`config.mk`:
```
export PLATFORM = sky130hd
export DESIGN_NAME = serial_adder_flat
export DESIGN_NICKNAME = d
export VERILOG_FILES = /design/src/rtl/serial_adder_pkg.sv /design/src/rtl/serial_adder_if.sv /design/src/rtl/serial_adder_full_adder.sv /design/src/rtl/serial_adder.sv /design/src/flat_wrapper.sv
export VERILOG_INCLUDE_DIRS = /design/src /design/src/rtl
export SDC_FILE = /design/constraint.sdc
export NUM_CORES = 1
export LEC_CHECK = 0
export ABC_CLOCK_PERIOD_IN_PS = 2800
export BUFFER_PORTS_ARGS = -buffer_cell sky130_fd_sc_hd__buf_2
export CORE_MARGIN = 1
export CORE_UTILIZATION = 50
export DETAILED_ROUTE_END_ITERATION = 10
export PLACE_DENSITY = 0.73
export SKIP_LAST_GASP = 1
export SLEW_MARGIN = 20
export SYNTH_ARGS = -nofsm -noshare
export SYNTH_HDL_FRONTEND = slang
export SYNTH_SLANG_ARGS = --single-unit
```
`constraint.sdc`:
```
create_clock -name sys_clk -period 2.8 [get_ports sys_clk]
set_clock_uncertainty 0.2 [all_clocks]
set_input_delay 0.14 -clock sys_clk [delete_from_list [all_inputs] [get_ports sys_clk]]
set_output_delay 0.14 -clock sys_clk [all_outputs]
set_load 0.02 [all_outputs]
```
`src/rtl/serial_adder_defs.vh`:
```
// Purpose: FSM state encoding shared by the serial adder RTL and its bench.
// Latency: n/a (constants only).
// Backpressure: n/a.
`ifndef SERIAL_ADDER_DEFS_VH
`define SERIAL_ADDER_DEFS_VH
localparam logic [0:0] IDLE = 1'b0;
localparam logic [0:0] RUN  = 1'b1;
`endif

```
`src/rtl/serial_adder_pkg.sv`:
```
// Purpose: shared constants and helpers for the bit-serial adder.
// Latency: n/a (package).
// Backpressure: n/a.
package serial_adder_pkg;
  `include "serial_adder_defs.vh"

  // Bit-counter width: enough bits to count WIDTH steps, never less than one.
  function automatic int cnt_width(input int w);
    return (w > 1) ? $clog2(w) : 1;
  endfunction
endpackage

```
`src/rtl/serial_adder_if.sv`:
```
// Purpose: start/busy/done handshake and operand/result bus of the serial adder.
// Latency: n/a (wiring only).
// Backpressure: none; start is only honoured while the adder is idle.
// Ports: master = controlling logic (drives start/in1/in2/cin),
//        slave  = adder (drives busy/done/sum/cout).
interface serial_adder_if #(
  parameter int WIDTH = 8
);
  logic             start;
  logic [WIDTH-1:0] in1;
  logic [WIDTH-1:0] in2;
  logic             cin;
  logic             busy;
  logic             done;
  logic [WIDTH-1:0] sum;
  logic             cout;

  modport master (output start, in1, in2, cin, input  busy, done, sum, cout);
  modport slave  (input  start, in1, in2, cin, output busy, done, sum, cout);
endinterface

```
`src/rtl/serial_adder_full_adder.sv`:
```
// Purpose: one-bit combinational full adder (the serial adder's only arithmetic cell).
// Latency: 0 cycles, purely combinational.
// Backpressure: n/a.
// Ports: a, b, ci in; s = a^b^ci, co = majority(a,b,ci) out.
module full_adder
  import serial_adder_pkg::*;
(
  input  logic a,
  input  logic b,
  input  logic ci,
  output logic s,
  output logic co
);
  assign s  = a ^ b ^ ci;
  assign co = (a & b) | (a & ci) | (b & ci);
endmodule

```
`src/rtl/serial_adder.sv`:
```
// Purpose: WIDTH-bit unsigned adder processing one bit per clock through a single full adder.
// Latency: done pulses WIDTH edges after the accepting edge; busy high in between.
// Backpressure: start ignored while busy; next accept possible on the edge after done.
// Ports: sys_clk, sys_rst_n (async, active low); bus = slave side of serial_adder_if.
module serial_adder
  import serial_adder_pkg::*;
#(
  parameter int WIDTH = 8
) (
  input  logic          sys_clk,
  input  logic          sys_rst_n,
  serial_adder_if.slave bus
);
  localparam int              CNT_W = cnt_width(WIDTH);
  localparam logic [CNT_W-1:0] LAST = CNT_W'(WIDTH - 1);

  logic [0:0]       state_q, state_d;
  logic [WIDTH-1:0] a_sr_q, a_sr_d;
  logic [WIDTH-1:0] b_sr_q, b_sr_d;
  logic [WIDTH-1:0] p_sr_q, p_sr_d;
  logic             carry_q, carry_d;
  logic [CNT_W-1:0] cnt_q, cnt_d;
  logic [WIDTH-1:0] sum_q, sum_d;
  logic             cout_q, cout_d;
  logic             done_q, done_d;

  logic             fa_s;
  logic             fa_co;
  logic [WIDTH-1:0] p_next;

  full_adder u_fa (
    .a  (a_sr_q[0]),
    .b  (b_sr_q[0]),
    .ci (carry_q),
    .s  (fa_s),
    .co (fa_co)
  );

  // LSB is added first, so each new sum bit enters at the MSB; after WIDTH
  // shifts bit 0 of the result has reached position 0.
  always_comb begin
    p_next            = p_sr_q >> 1;
    p_next[WIDTH-1]   = fa_s;
  end

  always_comb begin
    state_d = state_q;
    a_sr_d  = a_sr_q;
    b_sr_d  = b_sr_q;
    p_sr_d  = p_sr_q;
    carry_d = carry_q;
    cnt_d   = cnt_q;
    sum_d   = sum_q;
    cout_d  = cout_q;
    done_d  = 1'b0;

    if (state_q == IDLE) begin
      if (bus.start) begin
        a_sr_d  = bus.in1;
        b_sr_d  = bus.in2;
        carry_d = bus.cin;
        cnt_d   = '0;
        p_sr_d  = '0;
        state_d = RUN;
      end
    end else begin
      a_sr_d  = a_sr_q >> 1;
      b_sr_d  = b_sr_q >> 1;
      p_sr_d  = p_next;
      carry_d = fa_co;
      cnt_d   = cnt_q + CNT_W'(1);
      if (cnt_q == LAST) begin
        // Result is taken from p_next so the bit added this cycle is included.
        sum_d   = p_next;
        cout_d  = fa_co;
        done_d  = 1'b1;
        state_d = IDLE;
      end
    end
  end

  always_ff @(posedge sys_clk or negedge sys_rst_n) begin
    if (!sys_rst_n) begin
      state_q <= IDLE;
      a_sr_q  <= '0;
      b_sr_q  <= '0;
      p_sr_q  <= '0;
      carry_q <= 1'b0;
      cnt_q   <= '0;
      sum_q   <= '0;
      cout_q  <= 1'b0;
      done_q  <= 1'b0;
    end else begin
      state_q <= state_d;
      a_sr_q  <= a_sr_d;
      b_sr_q  <= b_sr_d;
      p_sr_q  <= p_sr_d;
      carry_q <= carry_d;
      cnt_q   <= cnt_d;
      sum_q   <= sum_d;
      cout_q  <= cout_d;
      done_q  <= done_d;
    end
  end

  assign bus.busy = (state_q == RUN);
  assign bus.done = done_q;
  assign bus.sum  = sum_q;
  assign bus.cout = cout_q;
endmodule

```
`src/flat_wrapper.sv`:
```
// flat-port wrapper written by rule: the top's interface ports become plain ports
module serial_adder_flat import serial_adder_pkg::*;
#(
  parameter int WIDTH = 8
)
  (sys_clk, sys_rst_n, bus_start, bus_in1, bus_in2, bus_cin, bus_busy, bus_done, bus_sum, bus_cout);
  serial_adder_if #(.WIDTH(WIDTH)) bus_i ();
  input  logic sys_clk;
  input  logic sys_rst_n;
  input wire logic [$bits(bus_i.start)-1:0] bus_start;
  input wire logic [$bits(bus_i.in1)-1:0] bus_in1;
  input wire logic [$bits(bus_i.in2)-1:0] bus_in2;
  input wire logic [$bits(bus_i.cin)-1:0] bus_cin;
  output wire logic [$bits(bus_i.busy)-1:0] bus_busy;
  output wire logic [$bits(bus_i.done)-1:0] bus_done;
  output wire logic [$bits(bus_i.sum)-1:0] bus_sum;
  output wire logic [$bits(bus_i.cout)-1:0] bus_cout;
  assign bus_i.start = bus_start;
  assign bus_i.in1 = bus_in1;
  assign bus_i.in2 = bus_in2;
  assign bus_i.cin = bus_cin;
  assign bus_busy = bus_i.busy;
  assign bus_done = bus_i.done;
  assign bus_sum = bus_i.sum;
  assign bus_cout = bus_i.cout;
  serial_adder #(.WIDTH(WIDTH)) u_core (.sys_clk(sys_clk), .sys_rst_n(sys_rst_n), .bus(bus_i));
endmodule
```
==> run metrics, run 1 <==
FMAX=601 MHz; Post-Syn Instances=123; final setup vio count=0; worst path arrival time=1.66 ns; Yosys Warn Count=0; Max-Cap Viols=0; IO Port Bufs=30; Worst Path Max Fanout=34; total number of vias=1064; clock latency at the later pin of the worst-skew pair=0.34 ns; Iter 0 DRT Violations=43; WHS Path Cells=3; number of synthesized flops with an enable pin=0; post-synthesis sequential area ratio=58.6%; number of fill cells in the layout=243; post-DP HPWL=1.66 mm; reg2reg start=u_core.bus.busy; Detail Route Antenna Nets=0; drt pass-1 iters=5; final critical-path required period=1.66 ns; post-route clock period utilization=59.4%; cts repair resizes=0; Fin Hold WS=between 0.09 and 0.1 ns; most frequent cell after synthesis=dfrtp_1; dominant synthesized flop cell=dfrtp_1; initial antenna violation count=0; Root Driver=clkbuf_4; syn nets=146; ant diodes=0; hold_sp=bus_start; H-tree Lvls=2; crit path kind=reg -> reg; ys async rst share=100%; clk slew on worst S/H paths=0.10 ns; worst vdd ir=0.504 mV; Area Growth Syn to Fin=26.1%; largest area contributor in the netlist=dfrtp_1; CTS tree=yes; Multi-input gate area=618 um2; min setup slack post-route=1.14 ns; Worst R2R Path Depth=3; Leakage=around 1.1 nW; CTS max path bufs=2; largest net degree at the start of global routing=39; gpl congestion=0.697; Util after Layout=about two thirds; placement row count=20; DIE AREA=around 3500 um2; Final nets=195; Post-Syn Area per Cell=13.2 um2; synthesized cell area=1620 um2; WL/cell=12.3 um; Synth area leaders=dfrtp_1 59%, mux2i_1 11%, mux2_4 8.3%, a22o_1 4.3%, nand2_1 3.7%; RSZ-0062 raised after global routing=false; register area=951 um2; total track usage=between 10% and 20%; CP endpoint kind=flop; pre-CTS setup slack=1.16 ns; Pwr per Cell Area=982 nW/um2; Clock Sink Count=38; Die Y=59.0 um; Startpoint Class=flop; Yosys top cell area share=between 50% and 60%; slew of the pin with the lowest slew margin=0.792 ns; drt via density=between 4 and 5; Final Max Slew Viols=0; Max-slew headroom=47.2%; Initial Utilization=52.7%; worst min path class=in -> reg; reg-to-reg endpoint=u_core.p_sr_q[7]; flops & latches, synth=38; CP required=2.80 ns; R2R Setup Slk=1.14 ns; first-pass GRT wire length=4.48 mm; setup TNS=0 ns; worst hold path endpoint=u_core.bus.busy; Cells after DPL=approximately 190; share of cells above drive strength 1=just under 30%; top cells by count, synth=38 x dfrtp_1, 18 x mux2i_1, 16 x nand2_1; vias in the first global route=1056; Die Span X=59.0 um; final routed DRC violation total=0; Congestion Overflow GR=0; count of unique library cells instantiated by Yosys=19; Post-Route WL=2.68 mm; status=complete, no violations; IO Count=31; clock buffer count from CTS=5; Core ar.=between 3000 and 4000 um2; Final Hold Vio Count=0; Finished Layout Cells=between 200 and 250
-- per-stage QoR --
stage | cell area, um2 | power, mW
2_1_floorplan | 1620 | 1.48
3_3_place_gp | 1790 | 1.61
3_5_place_dp | 1790 | 1.65
4_1_cts | 2050 | 2.03
5_1_grt | 2050 | 2.16
6_report | 2050 | 2.01
-- sequential cells by signal, indices dropped and copies added, names as in the netlist --
register	flops
u_core.a_sr_q	8
u_core.b_sr_q	8
u_core.bus.sum	8
u_core.p_sr_q	7
u_core.cnt_q	3
u_core.bus.busy	1
u_core.bus.cout	1
u_core.bus.done	1
u_core.carry_q	1
-- what timing repair did --
item | 4_1_cts | 5_1_grt
buffers inserted | 0 | 0
endpoints found under the hold margin | 55 | 0
hold buffers | 18 | 0
-- report_power, final --
part | total, mW | switching (mW) | internal, mW
clock network | 0.361 | 0.176 | 0.185
logic | 0.717 | 0.348 | 0.369
registers | 0.933 | 0.162 | 0.771
total | 2.01 | 0.686 | 1.32
-- routing by layer --
metal / up-vias / share of wire, % / track usage, %
met1: 516 / 46 / 21.2
li1: 522 / - / -
met2: 22 / 50 / 30.0
met5: - / 0 / 0
met3: 4 / 3.2 / 4.59
met4: 0 / 1.0 / 8.16
-- cells by family (layout without fill, tap and decap cells) --
family / count (synthesis) / in the layout / synth area share, %
adder cells (fa/ha/maj): 3 / 3 / 2.78
buffers and inverters: 9 / 59 / 3.31
flip-flops: 38 / 38 / 58.6
AND/OR/NAND/NOR: 21 / 21 / 5.94
AO/OA/AOI/OAI: 24 / 24 / 9.25
multiplexers: 28 / 28 / 20.1
-- final cells by class --
class | count | area share (%)
flip-flops and latches | 38 | 46.5
multi-input cells | 76 | 30.2
repair buffers | 49 | 16.5
well taps | 44 | 2.69
clock inverters | 3 | 1.96
clock buffers | 5 | 1.83
inverters | 2 | 0.367
-- critical path, cell delays in order, from the launching register on --
cell      delay (ns)
dfrtp_1         0.70
buf_4           0.40
nand2b_1        0.14
o21ai_0         0.07
-- layout by cell type, fill, tap and decap left out --
| master | Yosys | routed |
|---|---|---|
| a22o_1 | 8 | 8 |
| buf_2 | 3 | 30 |
| buf_4 | 2 | 1 |
| bufinv_16 | 0 | 1 |
| clkbuf_4 | 0 | 5 |
| clkinv_2 | 0 | 2 |
| dfrtp_1 | 38 | 38 |
| dlygate4sd3_1 | 0 | 18 |
| fa_1 | 1 | 1 |
| ha_1 | 2 | 2 |
| inv_1 | 2 | 2 |
| mux2_2 | 1 | 1 |
| mux2_4 | 9 | 9 |
| mux2i_1 | 18 | 18 |
| nand2_1 | 16 | 16 |
| nand2_4 | 1 | 1 |
| nand2b_1 | 1 | 1 |
| nor2_1 | 2 | 2 |
| nor2_4 | 1 | 1 |
| o21ai_0 | 7 | 7 |
| o21ai_1 | 9 | 9 |
-- worst max path at each step --
stage | startpoint | to | slack (ns)
final | u_core.bus.busy | u_core.p_sr_q[7] | 1.14
after global routing | u_core.bus.busy | u_core.p_sr_q[7] | 1.01
after CTS | u_core.bus.busy | bus_busy | 1.14
after detailed placement | u_core.bus.busy | u_core.p_sr_q[7] | 1.16
after global placement | u_core.bus.busy | u_core.p_sr_q[7] | 1.20
after floorplan | u_core.cnt_q[0] | u_core.bus.cout | 1.24
Note: power is estimated with default switching activity, not from simulation.
==> run 2: changes to the inputs <==
- ABC_CLOCK_PERIOD_IN_PS: 2800 -> 1400
- CORE_UTILIZATION: 50 -> 48
- clock period: 2.8 -> 1.4 ns (I/O delays scaled with it)
==> run metrics, run 2 (synthesis results as in run 1) <==
total number of vias=approximately 1100; drt pass-1 iters=4; setup TNS=-1.06 ns; DIE AREA=3620 um2; min setup slack post-route=-0.119 ns; Post-Route WL=between 2 and 3 mm; Die Y=60.1 um; Area Growth Syn to Fin=33.8%; clock buffer count from CTS=5; largest net degree at the start of global routing=34; CTS tree=yes; Leakage=1.11 nW; Final Hold Vio Count=0; Final nets=204; Initial Utilization=51.9%; Final Max Slew Viols=0; initial antenna violation count=0; failing checks=setup timing; first-pass GRT wire length=5.28 mm; final setup vio count=11; Placed Instance Area=1880 um2; most common cell after layout, fill and taps aside=dfrtp_1; Detail Route Antenna Nets=0; Root Driver=clkbuf_4; worst min path class=reg -> reg; Startpoint Class=flop; Max-Cap Viols=0; FMAX=658 MHz; H-tree Lvls=2; ant diodes=0; Iter 0 DRT Violations=50; post-route cell area=2170 um2; crit-path cells=fa_1 > mux2_4; slowest stage delay, CP=~0.5 ns; WL/cell=13.3 um; status=finished, violations left; Congestion Overflow GR=0; Clock Sink Count=38; IO Port Bufs=30; clk slew on worst S/H paths=0.12 ns; Core ar.=3130 um2; Pwr per Cell Area=1960 nW/um2; CP endpoint kind=flop; final routed DRC violation total=0; Max-slew headroom=77.7%; placement row count=20; Worst Path Max Fanout=2; IO Count=31; commonest non-fill, non-tap cells in the layout=37 x dfrtp_1, 29 x buf_2, 20 x dlygate4sd3_1, 18 x mux2i_1, 16 x nand2_1; clock latency at the later pin of the worst-skew pair=0.35 ns; worst vdd ir=0.944 mV; Die Span X=60.1 um; vias in the first global route=between 1000 and 1500; gpl congestion=around 0.73; worst path arrival time=approximately 1.6 ns; slew of the pin with the lowest slew margin=between 0.3 and 0.4 ns; Worst path slowest cell=fa_1; crit path kind=reg -> reg; drt via density=roughly 5; Util after Layout=69.4%; pre-CTS setup slack=-0.102 ns; post-DP HPWL=1.99 mm; Fin Hold WS=0.287 ns; CTS max path bufs=2; CP required=1.44 ns; share of cells above drive strength 1=33.5%; total track usage=20.7%; final critical-path required period=1.52 ns; RSZ-0062 raised after global routing=true; post-route clock period utilization=108%
run 2: final timing paths:
path	startpoint	end	slack, ns	cells past startpoint
min	u_core.b_sr_q[5]	u_core.b_sr_q[4]	0.29	2
max reg2reg	u_core.a_sr_q[0]	u_core.bus.sum[7]	-0.12	2
max	u_core.a_sr_q[0]	u_core.bus.sum[7]	-0.12	2
min in group asynchronous	sys_rst_n	u_core.a_sr_q[1]	0.49	3
min reg2reg	u_core.b_sr_q[5]	u_core.b_sr_q[4]	0.29	2
max in group asynchronous	sys_rst_n	u_core.bus.sum[4]	0.08	4
run 2: per-stage QoR:
step                      std cells  power [mW]
after floorplan                 123        3.01
after global placement          197        3.37
after detailed placement        197        3.48
after CTS                       226        4.28
after global routing            226        4.56
final                           226        4.25
run 2: layout make-up:
cell class	instances	area, um2
Timing Repair Buffer	58	438
Tap cell	44	55.1
Fill cell	228	956
Sequential cell	38	952
Clock inverter	3	40.0
Multi-Input combinational cell	76	642
Clock buffer	5	37.5
Inverter	2	7.51
run 2: worst max-delay path, delay by kind of cell (launching register included):
family | cells | cell delay (ns)
adders and majority gates | 1 | 0.51
DFF | 1 | 0.42
muxes | 1 | 0.28
run 2: metal layers:
layer  share of wire [%]  global-route usage [%]
met2                  51                    33.9
met5                   0                       0
met3                 3.6                    6.49
met1                  45                    25.4
met4                 1.2                    7.97
run 2: report_power, final:
group          internal (mW)  switching [mW]  total, mW
clock network          0.370           0.357      0.727
logic                  0.863           0.796       1.66
registers               1.55           0.318       1.86
run 2: what timing repair did:
item	CTS	global route
hold endpoints to repair	56	0
hold buffers	20	0
setup endpoints to repair	11	12
cloned	0	0
resized for setup	2	1
setup buffers	1	0
